==> config.mk <==
export PLATFORM = sky130hd
export DESIGN_NAME = goldschmidt_divsqrt
export DESIGN_NICKNAME = d
export VERILOG_FILES = /design/src/rtl/goldschmidt_divsqrt.sv
export SDC_FILE = /design/constraint.sdc
export NUM_CORES = 2
export LEC_CHECK = 0
export CELL_PAD_IN_SITES_DETAIL_PLACEMENT = 0
export CELL_PAD_IN_SITES_GLOBAL_PLACEMENT = 1
export CORE_UTILIZATION = 45
export CTS_BUF_LIST = sky130_fd_sc_hd__clkbuf_8
export CTS_CLUSTER_DIAMETER = 30
export DETAILED_ROUTE_END_ITERATION = 16
export MAX_ROUTING_LAYER = met4
export PLACE_DENSITY = 0.82
export SYNTH_ARGS = -nofsm -noshare
export SYNTH_HDL_FRONTEND = slang
export SYNTH_SLANG_ARGS = --single-unit
==> constraint.sdc <==
create_clock -name clk -period 13.9 [get_ports clk]
set_input_delay 2.78 -clock clk [delete_from_list [all_inputs] [get_ports clk]]
set_output_delay 2.78 -clock clk [all_outputs]
set_load 0.1 [all_outputs]
==> src/rtl/goldschmidt_divsqrt.sv <==
// goldschmidt_divsqrt
//   Goldschmidt divide / square-root engine with its own iteration
//   sequencer. Fixed-point format: LEADS integer bits, WIDTH fraction bits.
//   One SIZE x SIZE multiplier is time-shared, one product per cycle.
//
// Ports
//   clk, reset      clock; asynchronous active-high reset
//   in_valid/ready  operand handshake (op, n0, d0 captured on accept)
//   op              0 = n0/d0, 1 = sqrt(n0)
//   n0, d0          operands normalised to [1,2)
//   out_valid/ready result handshake
//   result          quotient or root, same format as the operands
//   r_sign          1 when the result overshoots (q*d0 > n0 or q*q > n0)
//   dbg_state_o     current sequencer state
//
// Handshakes: a transfer happens on a rising edge where valid & ready are
// both 1. in_ready is 1 only in IDLE; out_valid is 1 only in DONE and, with
// result/r_sign, stays stable until out_ready is seen. Neither side's ready
// depends combinationally on the other side's valid.
module goldschmidt_divsqrt #(
    parameter int LEADS = 2,
    parameter int WIDTH = 28,
    parameter int ITER  = 4,
    parameter logic [LEADS+WIDTH-1:0] K0_DIV = (LEADS+WIDTH)'(3) << (WIDTH - 2),
    // 28-bit pattern read as 0.110110101... (27 fraction bits), ~0.85355
    parameter logic [LEADS+WIDTH-1:0] K0_SQRT =
        (LEADS+WIDTH)'(((LEADS+WIDTH+28)'(28'b0110110101000001001111001101) << WIDTH) >> 27)
) (
    input  logic                   clk,
    input  logic                   reset,
    input  logic                   in_valid,
    output logic                   in_ready,
    input  logic                   op,
    input  logic [LEADS+WIDTH-1:0] n0,
    input  logic [LEADS+WIDTH-1:0] d0,
    output logic                   out_valid,
    input  logic                   out_ready,
    output logic [LEADS+WIDTH-1:0] result,
    output logic                   r_sign,
    output logic [2:0]             dbg_state_o
);
    localparam int SIZE = LEADS + WIDTH;
    localparam int PW   = 2 * SIZE;
    localparam logic [SIZE-1:0] TWO       = SIZE'(2) << WIDTH;
    localparam logic [SIZE-1:0] THREE     = SIZE'(3) << WIDTH;
    localparam logic [3:0]      ITER_LAST = 4'(ITER - 1);

    typedef enum logic [2:0] {
        S_IDLE = 3'd0,
        S_INIT = 3'd1,
        S_ITER = 3'd2,
        S_REM  = 3'd3,
        S_DONE = 3'd4
    } state_t;

    state_t          state_q, state_d;
    logic [1:0]      phase_q, phase_d;
    logic [3:0]      iter_q, iter_d;
    logic            op_q, op_d;
    logic [SIZE-1:0] n0_q, n0_d, d0_q, d0_d;
    logic [SIZE-1:0] n_q, n_d, dd_q, dd_d, k_q, k_d, t_q, t_d;
    logic [SIZE-1:0] result_q, result_d;
    logic            r_sign_q, r_sign_d;

    logic [SIZE-1:0] mul_a, mul_b, k0, prod_t, k_new;
    logic [PW-1:0]   prod, n0_scaled;
    logic [1:0]      last_phase;

    assign k0         = op_q ? K0_SQRT : K0_DIV;
    assign last_phase = op_q ? 2'd2 : 2'd1;
    assign prod       = PW'(mul_a) * PW'(mul_b);
    assign prod_t     = prod[WIDTH+SIZE-1:WIDTH];
    // Exact correction factor from the freshly truncated D
    assign k_new      = op_q ? ((THREE - prod_t) >> 1) : (TWO - prod_t);
    assign n0_scaled  = {{LEADS{1'b0}}, n0_q, {WIDTH{1'b0}}};

    // Multiplier operand selection
    always_comb begin
        mul_a = '0;
        mul_b = '0;
        case (state_q)
            S_INIT: begin
                case (phase_q)
                    2'd0: begin mul_a = k0; mul_b = n0_q; end
                    2'd1: begin
                        mul_a = k0;
                        mul_b = op_q ? K0_SQRT : d0_q;
                    end
                    default: begin mul_a = t_q; mul_b = n0_q; end
                endcase
            end
            S_ITER: begin
                case (phase_q)
                    2'd0: begin mul_a = n_q; mul_b = k_q; end
                    2'd1: begin
                        mul_a = op_q ? k_q : dd_q;
                        mul_b = k_q;
                    end
                    default: begin mul_a = dd_q; mul_b = t_q; end
                endcase
            end
            S_REM: begin
                mul_a = n_q;
                mul_b = op_q ? n_q : d0_q;
            end
            default: ;
        endcase
    end

    // Sequencer and datapath next state
    always_comb begin
        state_d  = state_q;
        phase_d  = phase_q;
        iter_d   = iter_q;
        op_d     = op_q;
        n0_d     = n0_q;
        d0_d     = d0_q;
        n_d      = n_q;
        dd_d     = dd_q;
        k_d      = k_q;
        t_d      = t_q;
        result_d = result_q;
        r_sign_d = r_sign_q;
        case (state_q)
            S_IDLE: begin
                if (in_valid) begin
                    op_d    = op;
                    n0_d    = n0;
                    d0_d    = d0;
                    phase_d = 2'd0;
                    iter_d  = 4'd0;
                    state_d = S_INIT;
                end
            end
            S_INIT, S_ITER: begin
                // Phase 0 always refines N; the last phase always produces
                // D and K; sqrt has an extra middle phase producing T.
                if (phase_q == 2'd0) begin
                    n_d = prod_t;
                end else if (phase_q == last_phase) begin
                    dd_d = prod_t;
                    k_d  = k_new;
                end else begin
                    t_d = prod_t;
                end
                if (phase_q == last_phase) begin
                    phase_d = 2'd0;
                    if (state_q == S_INIT) begin
                        state_d = S_ITER;
                    end else if (iter_q == ITER_LAST) begin
                        state_d = S_REM;
                    end else begin
                        iter_d = iter_q + 4'd1;
                    end
                end else begin
                    phase_d = phase_q + 2'd1;
                end
            end
            S_REM: begin
                result_d = n_q;
                r_sign_d = (prod > n0_scaled);
                state_d  = S_DONE;
            end
            S_DONE: begin
                if (out_ready) state_d = S_IDLE;
            end
            default: state_d = S_IDLE;
        endcase
    end

    always_ff @(posedge clk or posedge reset) begin
        if (reset) begin
            state_q  <= S_IDLE;
            phase_q  <= '0;
            iter_q   <= '0;
            op_q     <= 1'b0;
            n0_q     <= '0;
            d0_q     <= '0;
            n_q      <= '0;
            dd_q     <= '0;
            k_q      <= '0;
            t_q      <= '0;
            result_q <= '0;
            r_sign_q <= 1'b0;
        end else begin
            state_q  <= state_d;
            phase_q  <= phase_d;
            iter_q   <= iter_d;
            op_q     <= op_d;
            n0_q     <= n0_d;
            d0_q     <= d0_d;
            n_q      <= n_d;
            dd_q     <= dd_d;
            k_q      <= k_d;
            t_q      <= t_d;
            result_q <= result_d;
            r_sign_q <= r_sign_d;
        end
    end

    assign in_ready    = (state_q == S_IDLE);
    assign out_valid   = (state_q == S_DONE);
    assign result      = result_q;
    assign r_sign      = r_sign_q;
    assign dbg_state_o = state_q;
endmodule

* After elaboration in Yosys (flattened, before gate mapping)
Cells that the tools add are included.
** Storage, ports and cells
- Register bits :: 221
- Word-level logic and storage cells :: 71
** Cells by class
- $add $sub $neg :: 4
- Multipliers :: 1
- Order comparisons :: 1
- Equal/unequal tests :: 13
- Mux-type cells :: 26
- Bitwise logic cells :: 2
- Reductions and logical operators :: 12
** Operator list (count)
- 30-bit 2-to-1 mux :: 7
- 30-bit one-hot mux with 3 select lines :: 2
- 60-bit by 58-bit > comparator with 1-bit output :: 1
- 30-bit by 30-bit multiplier with 60-bit output :: 1
- 30-bit one-hot mux with 2 select lines :: 1
- 30-bit subtractor, first input constant :: 2
- 25-bit 2-to-1 mux :: 1
- 4-bit 2-to-1 mux :: 4
- 3-bit 2-to-1 mux :: 5
- 3-bit one-hot mux with 4 select lines :: 1
- 2-bit != test, second input constant :: 4
- 4-bit one-hot mux with 2 select lines :: 1
- 3-bit by 2-bit == test with 1-bit output, second input constant :: 2
- 2-bit 2-to-1 mux :: 3
- 2-bit AND reduction :: 3
- 3-bit AND reduction :: 2
- 5-bit AND reduction :: 1
- 4-bit by 1-bit adder with 4-bit output, second input constant :: 1
- 4-bit by 2-bit == test with 1-bit output, second input constant :: 1
- 2-bit one-hot mux with 2 select lines :: 1
- 4-bit AND reduction :: 1
- 2-bit OR reduction :: 2
- 3-bit by 1-bit == test with 1-bit output, second input constant :: 1
- 3-bit == test, second input constant :: 1
- other kinds (9) :: 10

* Logic depth before layout (Yosys ltp)
- Depth after elaboration :: 7
- Gate-level depth with buffers :: 50
- Gate-level depth less buffers :: 46

* Worst setup path after synthesis
Ideal clock, no wire load.
- Path type :: register -> register
- From :: reg state_q[0], in the netlist dbg_state_o[0]
- To :: reg r_sign_q, in the netlist r_sign
- Library setup time :: 126 ps
- Arrival :: 11599 ps
- Data required time :: 13774 ps
- Path slack :: 2175 ps
- Stages on the path, launching flop included :: 46
- Clock period less this slack :: 11725 ps
- Cells stage by stage :: dfrtp_1 > clkbuf_1 > nor2_1 > nand2_1 > clkbuf_1 > clkbuf_1 > buf_1 > nor2_1 > a221oi_1 > clkbuf_1 > nor2_1 > fa_1 > inv_1 > fa_1 > inv_1 > fa_1 > inv_1 > fa_1 > [... 10 more ...] > and4_4 > a32o_1 > or4_4 > a21oi_2 > o21a_2 > xor2_2 > inv_1 > ha_1 > nand4_1 > nor2_1 > nand3_1 > nor3_1 > nand3_1 > nor4_1 > nand4_1 > nor4_1 > o221ai_1 > o32a_1
** Between the ends
- Word-level cells in the longest chain between the ends :: 4
- Elaborated cells on any way between the ends :: 7
- Classes of those cells :: mul (1); order compare (1); eq/ne (3); mux (2)
** Ends and longest elaborated chain
- start, declared :: line 56 : state_t state_q, state_d;
- start signal, assigned :: line 186 : state_q <= state_d;
- 3-bit by 2-bit == test with 1-bit output or 3-bit by 1-bit == test with 1-bit output (tied branches) :: line 81 : case (state_q)
- 30-bit one-hot mux with 3 select lines :: line 81
- 30-bit by 30-bit multiplier with 60-bit output (*) :: line 71 : assign prod = PW'(mul_a) * PW'(mul_b);
- named net prod[51] :: line 66 : logic [PW-1:0] prod, n0_scaled;
- 60-bit by 58-bit > comparator with 1-bit output (*) :: line 161 : r_sign_d = (prod > n0_scaled);
- end signal, assigned :: line 197 : r_sign_q <= r_sign_d;
- end, declared :: line 63 : logic r_sign_q, r_sign_d;
The timed path passes the listed nets; every way through them passes the cells marked *.
A chain may end at the register's enable or synchronous reset.

* Worst setup path after layout
- From :: reg phase_q[0]
- To :: reg r_sign_q, in the netlist r_sign
** Between the ends
- Word-level cells in the longest chain between the ends :: 6
- Elaborated cells on any way between the ends :: 11
- Classes of those cells :: mul (1); order compare (1); eq/ne (1); mux (6); reduce/logical (2)
** Ends and longest elaborated chain
- start, declared :: line 57 : logic [1:0] phase_q, phase_d;
- start signal, assigned :: line 187 : phase_q <= phase_d;
- 2-bit by 1-bit == test with 1-bit output or 2-bit logical NOT (tied branches) :: line 83, 93
- 2-bit OR reduction (no source line)
- 30-bit 2-to-1 mux, on equally long branches :: line 83, 93
- 30-bit one-hot mux with 3 select lines :: line 81
- 30-bit by 30-bit multiplier with 60-bit output (*) :: line 71
- named net prod[49] :: line 66
- 60-bit by 58-bit > comparator with 1-bit output (*) :: line 161
Marks and branches as above.

==> run_summary.xml <==
<?xml version="1.0" encoding="UTF-8"?>
<metrics>
  <group name="grt">
    <metric name="via_count_of_the_first_global_routing_pass" unit="">36600</metric>
    <metric name="gr-total-overflow" unit="">0</metric>
    <metric name="grt_use_total" unit="%">34.0</metric>
    <metric name="global_route_wire_length_before_repair" unit="um">231000</metric>
    <metric name="largest_net_degree_at_the_start_of_global_routing" unit="">100</metric>
    <metric name="grt.met3_usage" unit="%">5.87</metric>
    <metric name="grt_antenna_before_repair" unit="">4</metric>
    <metric name="grtUsageMet1" unit="%">44.0</metric>
    <metric name="top_usage_layer" unit="">met2</metric>
    <metric name="grt_use_met2" unit="%">52.9</metric>
  </group>
  <group name="logic_synthesis">
    <metric name="synth_top_cell_area_share" unit="%">37.2</metric>
    <metric name="most_area_hungry_cell_type_in_the_yosys_netlist" unit="">fa_1</metric>
    <metric name="synthesis.area_per_instance" unit="um2">8.52</metric>
    <metric name="synth-seq-area-share" unit="%">13.2</metric>
    <metric name="yosys_most_used_dff" unit="">dfrtp_1</metric>
    <metric name="synth_enable_flop_cells" unit="">0</metric>
    <metric name="synth.yosys.warnings" unit="">0</metric>
    <metric name="ys_seq_elements" unit="">221</metric>
    <metric name="postSynth.asyncResetShare" unit="%">100</metric>
    <metric name="synthTopCellsByArea" unit="">fa_1, dfrtp_1, ha_1</metric>
    <metric name="syn-instance-count" unit="">4923</metric>
    <metric name="yosysUniqueCellTypes" unit="">97</metric>
    <metric name="syn_nets" unit="">6052</metric>
    <metric name="mappedNetlistArea" unit="mm2">0.0419</metric>
  </group>
  <group name="timing">
    <metric name="finalWorstPathRequiredPeriod" unit="ns">13.38</metric>
    <metric name="grt_setup_unrepaired" unit="">no</metric>
    <metric name="max_freq" unit="MHz">74.7</metric>
    <metric name="fraction_of_the_cycle_the_final_worst_path_needs" unit="%">96.3</metric>
    <metric name="setup_tns" unit="ns">0</metric>
    <metric name="max_slew.worst_pin.slew" unit="ns">1.36</metric>
    <metric name="clock_skew" unit="ns">0.0405</metric>
    <metric name="setup_viol" unit="">0</metric>
    <metric name="timing.max_slew.rel_slack" unit="%">9.08</metric>
    <metric name="slew_viol_final" unit="">0</metric>
    <metric name="final_hold_viol_count" unit="">0</metric>
  </group>
  <group name="floorplan">
    <metric name="pin_count" unit="">101</metric>
    <metric name="coreArea" unit="mm2">0.0919</metric>
    <metric name="initial_core_util" unit="%">45.6</metric>
    <metric name="std_cell_rows" unit="">111</metric>
    <metric name="die_height" unit="um">307</metric>
    <metric name="design.die.area" unit="mm2">0.0944</metric>
    <metric name="die_w" unit="um">307</metric>
  </group>
  <group name="clock_tree">
    <metric name="clk_transition_reported_paths" unit="ns">0.06</metric>
    <metric name="tritoncts_clock_tree" unit="">built</metric>
    <metric name="clock_latency" unit="ns">0.60</metric>
    <metric name="clockBufferDepth" unit="">3</metric>
    <metric name="cts.repair_timing.setup_buffer_count" unit="">0</metric>
    <metric name="cts_root_buf" unit="">clkbuf_8</metric>
    <metric name="numClockSinks" unit="">221</metric>
    <metric name="cts-htree-levels" unit="">2</metric>
    <metric name="cts-buffers-inserted" unit="">45</metric>
  </group>
  <group name="setup_path">
    <metric name="crit_path_category" unit="">reg2reg</metric>
    <metric name="crit_slowest_cell" unit="">o21a_1</metric>
    <metric name="cp-end-kind" unit="">flop</metric>
    <metric name="path_common_cell" unit="">fa_1</metric>
    <metric name="highest_net_fanout_along_the_worst_path" unit="">13</metric>
    <metric name="critPathRequiredTime" unit="ns">14.38</metric>
    <metric name="max_stage_delay" unit="ns">0.69</metric>
    <metric name="worstSetupStartpointType" unit="">flop</metric>
    <metric name="arrival" unit="ns">13.86</metric>
  </group>
  <group name="layout">
    <metric name="nFillCells" unit="">8891</metric>
    <metric name="drive_above_1_share" unit="%">7.64</metric>
    <metric name="final_net_count" unit="">6082</metric>
    <metric name="syn2layout_area_growth" unit="%">9.64</metric>
  </group>
  <group name="placement">
    <metric name="gp_congestion" unit="">1.01</metric>
    <metric name="dp.final_hpwl" unit="um">122000</metric>
    <metric name="port-buffer-count" unit="">100</metric>
  </group>
  <group name="route">
    <metric name="first_iter_violations" unit="">3229</metric>
    <metric name="avgViaCountPerCell" unit="">5.68</metric>
    <metric name="route.detailed.wl_per_inst" unit="um">24.5</metric>
    <metric name="dr_total_vias" unit="">35400</metric>
    <metric name="ant_nets" unit="">0</metric>
    <metric name="dr.pass1.iters" unit="">6</metric>
    <metric name="drt-total-wl" unit="um">153000</metric>
    <metric name="number_of_design_rule_violations_left_after_detail_routing" unit="">0</metric>
  </group>
  <group name="job">
    <metric name="maxCapViolCount" unit="">0</metric>
  </group>
  <group name="status">
    <metric name="outcome" unit="">completed</metric>
  </group>
  <group name="hold_path">
    <metric name="worstHoldPathType" unit="">reg2reg</metric>
  </group>
</metrics>
## path summary, 6_finish.rpt
| check | start | endpoint | slack, ns | cells after the start |
|---|---|---|---|---|
| worst max-delay path | phase_q[0]$_DFFE_PP0P_ | r_sign$_DFFE_PP0N_ | 0.52 | 39 |
| worst min-delay path | result[3]$_DFFE_PP0N_ | result[3]$_DFFE_PP0N_ | 0.48 | 2 |
| worst max register to register | phase_q[0]$_DFFE_PP0P_ | r_sign$_DFFE_PP0N_ | 0.52 | 39 |
| worst min register to register | result[3]$_DFFE_PP0N_ | result[3]$_DFFE_PP0N_ | 0.48 | 2 |
| max in group asynchronous | reset | t_q[0]$_DFFE_PP0P_ | 9.77 | 3 |
| min in group asynchronous | reset | result[23]$_DFFE_PP0N_ | 2.67 | 2 |
## stage by stage
stage	std cells	hold WS (ns)	instance area (um2)	utilization, %	worst slack, ns
4_1_cts	6231	0.482	45900	50.0	0.225
3_3_place_gp	6149	0.462	45000	48.9	0.410
2_1_floorplan	4923	0.446	41900	-	2.17
6_report	6235	0.479	46000	50.0	0.518
5_1_grt	6234	0.504	46000	50.0	0.0223
3_5_place_dp	6149	0.467	45000	48.9	0.265
## timing repair
item | 4_1_cts | 5_1_grt
hold buffers | 0 | 0
resized for setup | 0 | 12
endpoints found under the setup margin | 0 | 1
## area by class of cell
cell class,count,area (um2),area share [%]
multi-input cells,3507,32200,70.0
clock inverters,30,262,0.569
clock buffers,52,716,1.56
diodes,4,10.0,0.0218
well taps,1243,1560,3.38
inverters,921,3460,7.53
repair buffers,257,2240,4.88
flip-flops and latches,221,5530,12.0
## cell families (layout without fill, tap and decap cells)
logic type	after synthesis	after routing	synth area share, %
buffers and inverters	1195	1260	10.8
multiplexers	82	82	2.08
flip-flops	221	221	13.2
AO/OA/AOI/OAI	659	659	10.5
AND/OR/NAND/NOR	1636	1636	16.2
other	0	4	0
adder cells (fa/ha/maj)	1064	1064	45.7
XOR/XNOR	66	66	1.51
## cell usage in the layout (no fill, tap or decap), types with 13 or more instances in the layout
master,Yosys,layout
inv_1,920,929
nand2_1,841,837
fa_1,780,780
nor2_1,553,548
ha_1,284,284
dfrtp_1,221,220
o21ai_0,204,192
buf_4,1,152
a21oi_1,122,122
clkdlybuf4s50_1,0,100
clkbuf_8,0,52
mux2i_1,44,44
nand3_1,42,42
xnor2_1,42,42
a21o_1,39,39
mux2_2,37,37
nand4_1,31,31
a221o_1,29,29
nor3_1,41,27
a22oi_1,26,26
and2_1,24,24
o21ai_1,17,22
a221oi_2,1,22
o211ai_1,22,22
o21a_1,27,21
a211oi_1,20,20
xor2_1,18,18
a21boi_0,16,16
or3_1,16,15
nor3_2,2,13
## critical path: cells and delay by family, from the launching register on
kind / cells / cell delay [ns]
adders and majority gates: 11 / 4.97
and+or+nand+nor: 12 / 3.59
AOI/OAI and AO/OA: 8 / 2.80
buffers and inverters: 7 / 0.93
xor gates and xnor gates: 1 / 0.50
DFF: 1 / 0.45
## synthesized netlist by cell type (42+ instances only)
cell type  number
ha_1          284
nor2_1        553
a21oi_1       122
clkbuf_1      237
xnor2_1        42
dfrtp_1       221
inv_1         920
o21ai_0       204
mux2i_1        44
nand2_1       841
nand3_1        42
fa_1          780
## sequential cells by signal, summed over array words and instances (netlist names), 2 cells and up
register and count:
dbg_state_o 3, dd_q 30, n0_q 30, n_q 30
iter_q 4, result 30, k_q 30, phase_q 2
d0_q 30, t_q 30
## per-layer routing
metal	wire, um	vias to the layer above
met2	70600	1559
met5	0	-
li1	-	15400
met1	61800	18200
met4	7530	0
met3	12700	307
Power is not shown: default switching activity piles up to over one toggle a cycle in this logic, so the estimate is an artifact.
